### src/rtl/alu_cond_stage_if.sv
// alu_cond_stage_if: ALU-side and memory/writeback-side handshake bundle for alu_cond_stage
interface alu_cond_stage_if #(parameter int DW = 32, parameter int RW = 4);
  logic          flush;
  logic          in_valid;
  logic          in_ready;
  logic [DW-1:0] in_res;
  logic [3:0]    in_flags;
  logic [3:0]    in_cond;
  logic [1:0]    in_flag_wr;
  logic          in_reg_wr;
  logic          in_mem_wr;
  logic          in_pc_src;
  logic [RW-1:0] in_rd;
  logic          out_valid;
  logic          out_ready;
  logic [DW-1:0] out_res;
  logic [RW-1:0] out_rd;
  logic          out_reg_wr;
  logic          out_mem_wr;
  logic          out_pc_src;
  logic [3:0]    nzcv;
  modport master (
    output flush, in_valid, in_res, in_flags, in_cond, in_flag_wr, in_reg_wr, in_mem_wr, in_pc_src, in_rd, out_ready,
    input  in_ready, out_valid, out_res, out_rd, out_reg_wr, out_mem_wr, out_pc_src, nzcv
  );
  modport slave (
    input  flush, in_valid, in_res, in_flags, in_cond, in_flag_wr, in_reg_wr, in_mem_wr, in_pc_src, in_rd, out_ready,
    output in_ready, out_valid, out_res, out_rd, out_reg_wr, out_mem_wr, out_pc_src, nzcv
  );
endinterface

### src/rtl/alu_cond_stage.sv
// alu_cond_stage: NZCV flags register, condition evaluation and one-entry output slot.
// Define COND_SQUASH_CNT_EN to add the saturating squash_cnt output.
module alu_cond_stage #(
  parameter int DW = 32,
  parameter int RW = 4
) (
  input  logic              clk,
  input  logic              rst_n,
  alu_cond_stage_if.slave   bus
`ifdef COND_SQUASH_CNT_EN
  , output logic [15:0]     squash_cnt
`endif
);
  logic          valid_q, valid_d;
  logic [DW-1:0] res_q, res_d;
  logic [RW-1:0] rd_q, rd_d;
  logic [2:0]    wr_q, wr_d;
  logic [3:0]    nzcv_q, nzcv_d;
  logic          accept, base, cond_ex;
  logic          n, z, c, v;
  assign {n, z, c, v} = nzcv_q;
  assign bus.in_ready = !valid_q || bus.out_ready;
  assign accept       = bus.in_valid && bus.in_ready && !bus.flush;
  always_comb begin
    // Odd codes below 1110 are the complement of the preceding even code
    base    = bus.in_cond[3:1] == 3'd0 ? z :
              bus.in_cond[3:1] == 3'd1 ? c :
              bus.in_cond[3:1] == 3'd2 ? n :
              bus.in_cond[3:1] == 3'd3 ? v :
              bus.in_cond[3:1] == 3'd4 ? (c && !z) :
              bus.in_cond[3:1] == 3'd5 ? (n == v) :
              bus.in_cond[3:1] == 3'd6 ? (!z && (n == v)) : 1'b1;
    cond_ex = base ^ (bus.in_cond[0] && bus.in_cond[3:1] != 3'b111);
    valid_d = bus.flush ? 1'b0 : accept ? 1'b1 : bus.out_ready ? 1'b0 : valid_q;
    res_d   = accept ? bus.in_res : res_q;
    rd_d    = accept ? bus.in_rd : rd_q;
    wr_d    = accept ? {bus.in_reg_wr, bus.in_mem_wr, bus.in_pc_src} & {3{cond_ex}} : wr_q;
    nzcv_d  = nzcv_q;
    if (accept && cond_ex && bus.in_flag_wr[1]) nzcv_d[3:2] = bus.in_flags[3:2];
    if (accept && cond_ex && bus.in_flag_wr[0]) nzcv_d[1:0] = bus.in_flags[1:0];
  end
  always_ff @(posedge clk or negedge rst_n) begin
    if (!rst_n) begin
      valid_q <= 1'b0;
      res_q   <= '0;
      rd_q    <= '0;
      wr_q    <= '0;
      nzcv_q  <= '0;
    end else begin
      valid_q <= valid_d;
      res_q   <= res_d;
      rd_q    <= rd_d;
      wr_q    <= wr_d;
      nzcv_q  <= nzcv_d;
    end
  end
  assign bus.out_valid  = valid_q;
  assign bus.out_res    = res_q;
  assign bus.out_rd     = rd_q;
  assign bus.out_reg_wr = wr_q[2];
  assign bus.out_mem_wr = wr_q[1];
  assign bus.out_pc_src = wr_q[0];
  assign bus.nzcv       = nzcv_q;
`ifdef COND_SQUASH_CNT_EN
  logic [15:0] cnt_q, cnt_d;
  always_comb
    cnt_d = bus.flush ? 16'd0 : (accept && !cond_ex && cnt_q != 16'hFFFF) ? cnt_q + 16'd1 : cnt_q;
  always_ff @(posedge clk or negedge rst_n) begin
    if (!rst_n) cnt_q <= '0;
    else        cnt_q <= cnt_d;
  end
  assign squash_cnt = cnt_q;
`endif
endmodule

### src/flat_wrapper.sv
// flat-port wrapper written by rule: the top's interface ports become plain ports
module alu_cond_stage_flat 
#(
  parameter int DW = 32,
  parameter int RW = 4
)
  (clk, rst_n, bus_flush, bus_in_valid, bus_in_res, bus_in_flags, bus_in_cond, bus_in_flag_wr, bus_in_reg_wr, bus_in_mem_wr, bus_in_pc_src, bus_in_rd, bus_out_ready, bus_in_ready, bus_out_valid, bus_out_res, bus_out_rd, bus_out_reg_wr, bus_out_mem_wr, bus_out_pc_src, bus_nzcv);
  alu_cond_stage_if #(.DW(DW), .RW(RW)) bus_i ();
  input  logic clk;
  input  logic rst_n;
  input wire logic [$bits(bus_i.flush)-1:0] bus_flush;
  input wire logic [$bits(bus_i.in_valid)-1:0] bus_in_valid;
  input wire logic [$bits(bus_i.in_res)-1:0] bus_in_res;
  input wire logic [$bits(bus_i.in_flags)-1:0] bus_in_flags;
  input wire logic [$bits(bus_i.in_cond)-1:0] bus_in_cond;
  input wire logic [$bits(bus_i.in_flag_wr)-1:0] bus_in_flag_wr;
  input wire logic [$bits(bus_i.in_reg_wr)-1:0] bus_in_reg_wr;
  input wire logic [$bits(bus_i.in_mem_wr)-1:0] bus_in_mem_wr;
  input wire logic [$bits(bus_i.in_pc_src)-1:0] bus_in_pc_src;
  input wire logic [$bits(bus_i.in_rd)-1:0] bus_in_rd;
  input wire logic [$bits(bus_i.out_ready)-1:0] bus_out_ready;
  output wire logic [$bits(bus_i.in_ready)-1:0] bus_in_ready;
  output wire logic [$bits(bus_i.out_valid)-1:0] bus_out_valid;
  output wire logic [$bits(bus_i.out_res)-1:0] bus_out_res;
  output wire logic [$bits(bus_i.out_rd)-1:0] bus_out_rd;
  output wire logic [$bits(bus_i.out_reg_wr)-1:0] bus_out_reg_wr;
  output wire logic [$bits(bus_i.out_mem_wr)-1:0] bus_out_mem_wr;
  output wire logic [$bits(bus_i.out_pc_src)-1:0] bus_out_pc_src;
  output wire logic [$bits(bus_i.nzcv)-1:0] bus_nzcv;
  assign bus_i.flush = bus_flush;
  assign bus_i.in_valid = bus_in_valid;
  assign bus_i.in_res = bus_in_res;
  assign bus_i.in_flags = bus_in_flags;
  assign bus_i.in_cond = bus_in_cond;
  assign bus_i.in_flag_wr = bus_in_flag_wr;
  assign bus_i.in_reg_wr = bus_in_reg_wr;
  assign bus_i.in_mem_wr = bus_in_mem_wr;
  assign bus_i.in_pc_src = bus_in_pc_src;
  assign bus_i.in_rd = bus_in_rd;
  assign bus_i.out_ready = bus_out_ready;
  assign bus_in_ready = bus_i.in_ready;
  assign bus_out_valid = bus_i.out_valid;
  assign bus_out_res = bus_i.out_res;
  assign bus_out_rd = bus_i.out_rd;
  assign bus_out_reg_wr = bus_i.out_reg_wr;
  assign bus_out_mem_wr = bus_i.out_mem_wr;
  assign bus_out_pc_src = bus_i.out_pc_src;
  assign bus_nzcv = bus_i.nzcv;
  alu_cond_stage #(.DW(DW), .RW(RW)) u_core (.clk(clk), .rst_n(rst_n), .bus(bus_i));
endmodule
### config.mk
export PLATFORM = sky130hd
export DESIGN_NAME = alu_cond_stage_flat
export DESIGN_NICKNAME = d
export VERILOG_FILES = /design/src/rtl/alu_cond_stage_if.sv /design/src/rtl/alu_cond_stage.sv /design/src/flat_wrapper.sv
export SDC_FILE = /design/constraint.sdc
export NUM_CORES = 1
export LEC_CHECK = 0
export CORE_MARGIN = 2
export CORE_UTILIZATION = 34
export DETAILED_ROUTE_END_ITERATION = 10
export PLACE_DENSITY = 0.77
export SLEW_MARGIN = 0
export SYNTH_ARGS = -nofsm -noshare
export SYNTH_HDL_FRONTEND = slang
export SYNTH_SLANG_ARGS = --single-unit
### constraint.sdc
create_clock -name clk -period 1.6 [get_ports clk]
set_input_delay 0.24 -clock clk [delete_from_list [all_inputs] [get_ports clk]]
set_output_delay 0.24 -clock clk [all_outputs]
set_load 0.05 [all_outputs]
==> results of run 1 <==
## per-layer routing
layer,part of all wire,routed length (um)
met2,0.50,2180
met1,0.43,1880
met4,0.0078,34
met5,0,0
met3,0.065,283
## power groups by stage
stage	Combinational (W)	Clock (W)	Sequential (W)
2_1_floorplan	0.000304	0	0.00224
3_3_place_gp	0.00167	0	0.00148
3_5_place_dp	0.00170	0	0.00149
4_1_cts	0.00173	0.000889	0.00147
5_1_grt	0.00184	0.000938	0.00151
6_report	0.00176	0.000852	0.00147
## metrics by stage
| stage | instance area [sq um] | total power, W | setup slack (ps) |
|---|---|---|---|
| after global placement | 2810 | 0.00315 | -558 |
| after detailed placement | 2810 | 0.00318 | -624 |
| final | 3060 | 0.00409 | -177 |
| after floorplan | 1790 | 0.00255 | -240 |
| after CTS | 2990 | 0.00409 | -192 |
| after global routing | 3060 | 0.00428 | -267 |
## worst paths after layout
kind,slack [ps],depth (start not counted),start,endpoint
max in group asynchronous,660,3,rst_n,u_core.bus.out_res[19]
worst max register to register,-180,6,u_core.bus.nzcv[0],u_core.bus.nzcv[0]
worst min-delay path,440,2,rst_n,u_core.bus.out_res[4]
worst max-delay path,-180,6,u_core.bus.nzcv[0],u_core.bus.nzcv[0]
worst min register to register,510,1,u_core.bus.out_res[18],u_core.bus.out_res[18]
min in group clk,500,3,bus_in_reg_wr,u_core.wr_q[2]
## cell type report
type / count / share of cell area
Clock buffer: 5 / 0.0225
Clock inverter: 3 / 0.0152
Sequential cell: 44 / 0.362
Tap cell: 70 / 0.0287
Multi-Input combinational cell: 72 / 0.240
Timing Repair Buffer: 108 / 0.327
Inverter: 4 / 0.00491
## cells in the final DEF, fill, tap and decap left out, drive strengths merged, types with 2 or more instances in the layout
| cell | n |
|---|---|
| nor2 | 4 |
| mux2 | 40 |
| clkdlybuf4s50 | 50 |
| dfrtp | 44 |
| nor3 | 3 |
| nand2 | 7 |
| buf | 55 |
| clkbuf | 5 |
| o22ai | 3 |
| inv | 5 |
| dlygate4sd2 | 2 |
## logic make-up (layout without fill, tap and decap cells)
logic type	Yosys count	count (layout)
AOI/OAI and AO/OA	9	9
buffers and inverters	8	120
DFF	44	44
muxes	41	41
and+or+nand+nor	22	22
## sequential cells by signal, indices dropped and copies added, names as in the netlist
signal / cells
u_core.wr_q: 3
u_core.bus.nzcv: 4
u_core.bus.out_res: 32
u_core.bus.out_valid: 1
u_core.bus.out_rd: 4
## what timing repair did
action,in CTS,in global routing
hold endpoints to repair,18,0
gates resized for setup,13,17
hold buffers,1,0
endpoints found under the setup margin,43,39
pin swaps,1,0
gates cloned,1,0
==> results.py, run 1 <==
metrics = {
    "layout": {
        "multiInputGateArea_sq_um": 734,
        "layoutNonFillerInstCount": 306,
        "diodes": 0,
        "drive_gt1_frac": 0.466,
        "nNetsFinal": 289,
        "final_util": 0.602,
        "regArea_sq_mm": 0.00110,
        "synthToLayoutAreaGrowth_pct": 71.7,
        "fill_cells": 452,
    },
    "logic_synthesis": {
        "synth_xor_area_frac": 0,
        "synthFlopType": "dfrtp_1",
        "yosys-top-cells-area": "dfrtp_1, mux2_2, nand2_1",
        "synth_top_cell_by_area": "dfrtp_1",
        "synth.avg_cell_area_sq_um": 14.3,
        "synthMuxAreaShare": 0.259,
        "yosysUniqueCellTypes": 25,
        "synthArstFlopShare": 1.00,
        "synth-compound-area-share": 0.0338,
        "yosysWarnings": 0,
        "synth_top_family_by_area": "multiplexers",
        "synth_fa_ha_area_frac": 0,
        "synth_nets": 178,
        "synth_edf_count": 0,
        "synth_top_area_frac": 0.619,
        "syn_area_sq_mm": 0.00178,
        "synth_cells": 124,
        "synthSimpleGateAreaFrac": 0.0689,
        "ys_seq_elements": 44,
        "ys_top_cells_by_count": "dfrtp_1, mux2_2, nand2_1",
        "yosysMostFrequentCell": "dfrtp_1",
        "ys_seq_area_frac": 0.619,
    },
    "route": {
        "vias": 1410,
        "drt_iter0_drc": 27,
        "drt_first_pass_iters": 4,
        "drt-wirelength-per-cell_um": 14.3,
        "wirelength_um": 4380,
        "drtAntennaViolNets": 0,
        "drcViolationCount": 0,
        "routed_via_density": 4.61,
    },
    "pwr": {
        "switching_power_w": 0.00160,
        "p_seq_frac": 0.360,
        "switching_share": 0.390,
        "leakage_nw": 1.37,
        "internal_power_w": 0.00249,
        "p_per_area_mw_per_mm2": 1340,
        "p_comb_frac": 0.432,
        "pwr-share-clk": 0.208,
        "irDropWorstVdd_mv": 0.571,
    },
    "critical_path": {
        "cp.required_ps": 1780,
        "critPathBufInv": 0,
        "critPathMaxFanout": 4,
        "start_kind": "flip-flop",
        "slowest_stage": "dfrtp_2",
        "crit_arrival_ps": 1950,
        "crit_chain": "and2_4 > o21ai_2 > nand4_1 > a31o_1 > nor3_2 > mux2_2",
        "worstSetupPathType": "reg2reg",
        "path_delay_family": "simple AND/OR/NAND/NOR gates",
        "max_stage_delay_ps": 430,
        "end_kind": "flip-flop",
    },
    "min_path": {
        "min_path_type": "in2async",
    },
    "global_routing": {
        "grt_pass1_wl_um": 7510,
        "grtUsageMet3": 0.0391,
        "antenna_found_initial": 0,
        "overflow": 0,
        "met2_usage": 0.279,
        "grt_max_degree": 27,
        "grt_usage": 0.161,
        "grt_busiest_layer": "met2",
        "grtUsageMet1": 0.201,
        "grt_pass1_vias": 1499,
    },
    "place": {
        "port_buffers": 98,
        "dp.cells": 296,
        "hpwlAfterDp_um": 3260,
        "gp_congestion": 0.755,
    },
    "clocking": {
        "cts_tree": "built",
        "clk_pin_slew_ps": 90,
        "postCtsSetupRepairBufs": 0,
        "insertion_delay_ps": 290,
        "cts_buffer_depth": 2,
        "numCtsBuffers": 5,
        "clock-sinks": 44,
        "cts_max_level": 2,
        "root_buffer": "clkbuf_8",
    },
    "timing": {
        "fmax_mhz": 563,
        "setup_tns_ps": -630,
        "slew_headroom": 0.693,
        "fin_crit_sh": 1.11,
        "fin_skew_ps": 4.82,
        "holdWs_ps": 439,
        "hold_viol_final": 0,
        "finalSetupViolCount": 4,
        "min_period_ps": 1780,
        "rsz0062_at_grt": "true",
        "worstMarginPinSlew_ps": 461,
        "setup_ws_ps": -177,
        "slew_viol_final": 0,
    },
    "run_status": {
        "status": "complete, but fails checks",
        "violations": "negative setup slack",
    },
    "die": {
        "dieArea_sq_mm": 0.00583,
        "coreArea_sq_mm": 0.00507,
        "fp-row-count": 26,
        "die_x_um": 76.3,
        "die_y_um": 76.3,
        "ios": 99,
        "initial_core_util": 0.351,
    },
    "flow_run": {
        "cap_violations": 0,
    },
}
Power figures use the tool's default switching activity.
==> inputs of run 2 (changes only) <==
- CORE_UTILIZATION: 34 -> 38
- PLACE_DENSITY: 0.77 -> 0.81
- clock period: 1.6 -> 2 ns (I/O delays scaled with it)
==> run 2 against run 1 <==
Net effect: the flow now finishes without violations; hold slack improved by 63 ps; critical path depth increased by 1; combinational power down 20%; sequential power decreased by 20%; utilization up 7.4 points; final cell count is 6.5% lower; clock skew up 7.0 ps; wire length is 0.75% lower; clock power fell by 17%; sequential share of layout area up 0.51 points.
==> results.py, run 2 (synthesis results as in run 1) <==
metrics = {
    "layout": {
        "largest_register_ffs": 32,
        "final_util": 0.676,
        "final_common_cell": "clkdlybuf4s50_1",
        "diodes": 0,
        "layout_common_cells": "clkdlybuf4s50_1, dfrtp_1, mux2_2",
        "drive_gt1_frac": 0.248,
        "final_area_sq_mm": 0.00300,
        "synthToLayoutAreaGrowth_pct": 68.8,
        "nNetsFinal": 287,
    },
    "clocking": {
        "cts_buffer_depth": 2,
        "cts_max_level": 2,
        "clk_pin_slew_ps": 80,
        "cts_tree": "built",
        "numCtsBuffers": 5,
        "postCtsSetupRepairBufs": 0,
        "root_buffer": "clkbuf_8",
        "insertion_delay_ps": 290,
        "clock-sinks": 44,
    },
    "global_routing": {
        "grt_max_degree": 45,
        "grt_pass1_wl_um": 6870,
        "grt_usage": 0.172,
        "overflow": 0,
        "antenna_found_initial": 0,
        "grt_pass1_vias": 1487,
    },
    "critical_path": {
        "crit_arrival_ps": 2030,
        "r2r_start": "u_core.bus.nzcv[0]",
        "crit_chain": "clkdlybuf4s50_1 > nor2_1 > o21ai_1 > nand4_1 > a31o_1 > nor3_2 > mux2_1",
        "max_stage_delay_ps": 520,
        "critPathBufInv": 1,
        "rr_worst_depth": 6,
        "slowest_stage": "clkdlybuf4s50_1",
        "worstSetupPathType": "in2reg",
        "critPathMaxFanout": 4,
        "cp.required_ps": 2170,
        "r2r_slack_ps": 190,
        "path_delay_family": "buffers and inverters",
        "reg2reg_to": "u_core.bus.nzcv[3]",
        "end_kind": "flip-flop",
        "start_kind": "input pin",
    },
    "pwr": {
        "internal_power_w": 0.00202,
        "pwr-share-clk": 0.217,
        "leakage_nw": 1.25,
        "p_per_area_mw_per_mm2": 1090,
        "p_comb_frac": 0.426,
        "switching_share": 0.384,
        "irDropWorstVdd_mv": 0.682,
        "p_seq_frac": 0.357,
        "switching_power_w": 0.00126,
    },
    "timing": {
        "fmax_mhz": 538,
        "worstMarginPinSlew_ps": 554,
        "setup_tns_ps": 0,
        "slew_headroom": 0.629,
        "hold_viol_final": 0,
        "min_period_ps": 1860,
        "fin_crit_sh": 0.930,
        "finalSetupViolCount": 0,
        "fin_skew_ps": 11.8,
        "holdWs_ps": 502,
        "setup_ws_ps": 140,
        "slew_viol_final": 0,
        "rsz0062_at_grt": "false",
    },
    "die": {
        "die_x_um": 72.4,
        "ios": 99,
        "initial_core_util": 0.400,
        "coreArea_sq_mm": 0.00444,
        "dieArea_sq_mm": 0.00525,
        "fp-row-count": 24,
        "die_y_um": 72.4,
    },
    "route": {
        "drt_iter0_drc": 36,
        "drtAntennaViolNets": 0,
        "drcViolationCount": 0,
        "drt-wirelength-per-cell_um": 15.2,
        "routed_via_density": 4.84,
        "drt_first_pass_iters": 4,
        "vias": 1385,
        "wirelength_um": 4340,
    },
    "place": {
        "placed_area_sq_mm": 0.00287,
        "port_buffers": 98,
        "hpwlAfterDp_um": 3340,
        "gp_congestion": 0.710,
        "pre_cts_ws_ps": -289,
    },
    "flow_run": {
        "cap_violations": 0,
    },
    "run_status": {
        "status": "complete, no violations",
    },
    "min_path": {
        "min_path_type": "in2async",
    },
}
## run 2: cell types whose count changed in the layout (fill, tap and decap cells not counted), sizes merged
| cell | before | now |
|---|---|---|
| buf | 55 | 9 |
| inv | 5 | 4 |
| clkbuf | 5 | 6 |
| clkinv | 0 | 1 |
| dlygate4sd2 | 2 | 0 |
| clkinvlp | 1 | 0 |
| dlymetal6s2s | 0 | 1 |
| clkdlybuf4s50 | 50 | 95 |
## run 2: power groups by stage
stage / clock network [W] / logic, W / registers [W]
floorplan: 0 / 0.000243 / 0.00179
global placement: 0 / 0.00139 / 0.00118
detailed placement: 0 / 0.00140 / 0.00119
CTS: 0.000734 / 0.00141 / 0.00117
global route: 0.000759 / 0.00146 / 0.00120
finish: 0.000711 / 0.00140 / 0.00117
## run 2: cell type report
class / count / area [sq um]
Timing Repair Buffer: 106 / 1050
Inverter: 4 / 15.0
Fill cell: 346 / 1440
Clock inverter: 2 / 38.8
Sequential cell: 44 / 1100
Multi-Input combinational cell: 72 / 649
Tap cell: 52 / 65.1
Clock buffer: 6 / 82.6
## run 2: how the worst max path moves through the flow
stage                       startpoint  slack [ps]  cells past startpoint                  to
floorplan           u_core.bus.nzcv[0]          40                      6  u_core.bus.nzcv[2]
global placement        bus_in_cond[3]        -240                      7  u_core.bus.nzcv[2]
detailed placement      bus_in_cond[3]        -290                      7  u_core.bus.nzcv[3]
CTS                     bus_in_cond[3]          20                      7  u_core.bus.nzcv[3]
global route            bus_in_cond[1]          20                      7  u_core.bus.nzcv[2]
finish                  bus_in_cond[1]         140                      7  u_core.bus.nzcv[3]
## run 2: timing repair
action,in CTS,in global routing
setup endpoints to repair,0,4
endpoints found under the hold margin,44,0
hold buffers,1,0
resized for setup,0,1
## run 2: metal layers
layer / wire length (um) / track usage / vias to the layer above
met3: 356 / 0.0639 / 12
met5: 0 / 0 / -
met1: 1740 / 0.206 / 662
met4: 153 / 0.0823 / 0
met2: 2090 / 0.276 / 59
li1: - / - / 652
## run 2: worst min-delay path, delay by kind of cell
kind                   cells  cell delay, ps
buffers and inverters      3             870
## run 2: per-stage QoR
| stage | power, W | cells |
|---|---|---|
| 3_5_place_dp | 0.00259 | 277 |
| 5_1_grt | 0.00341 | 286 |
| 2_1_floorplan | 0.00203 | 124 |
| 6_report | 0.00328 | 286 |
| 3_3_place_gp | 0.00257 | 277 |
| 4_1_cts | 0.00332 | 286 |
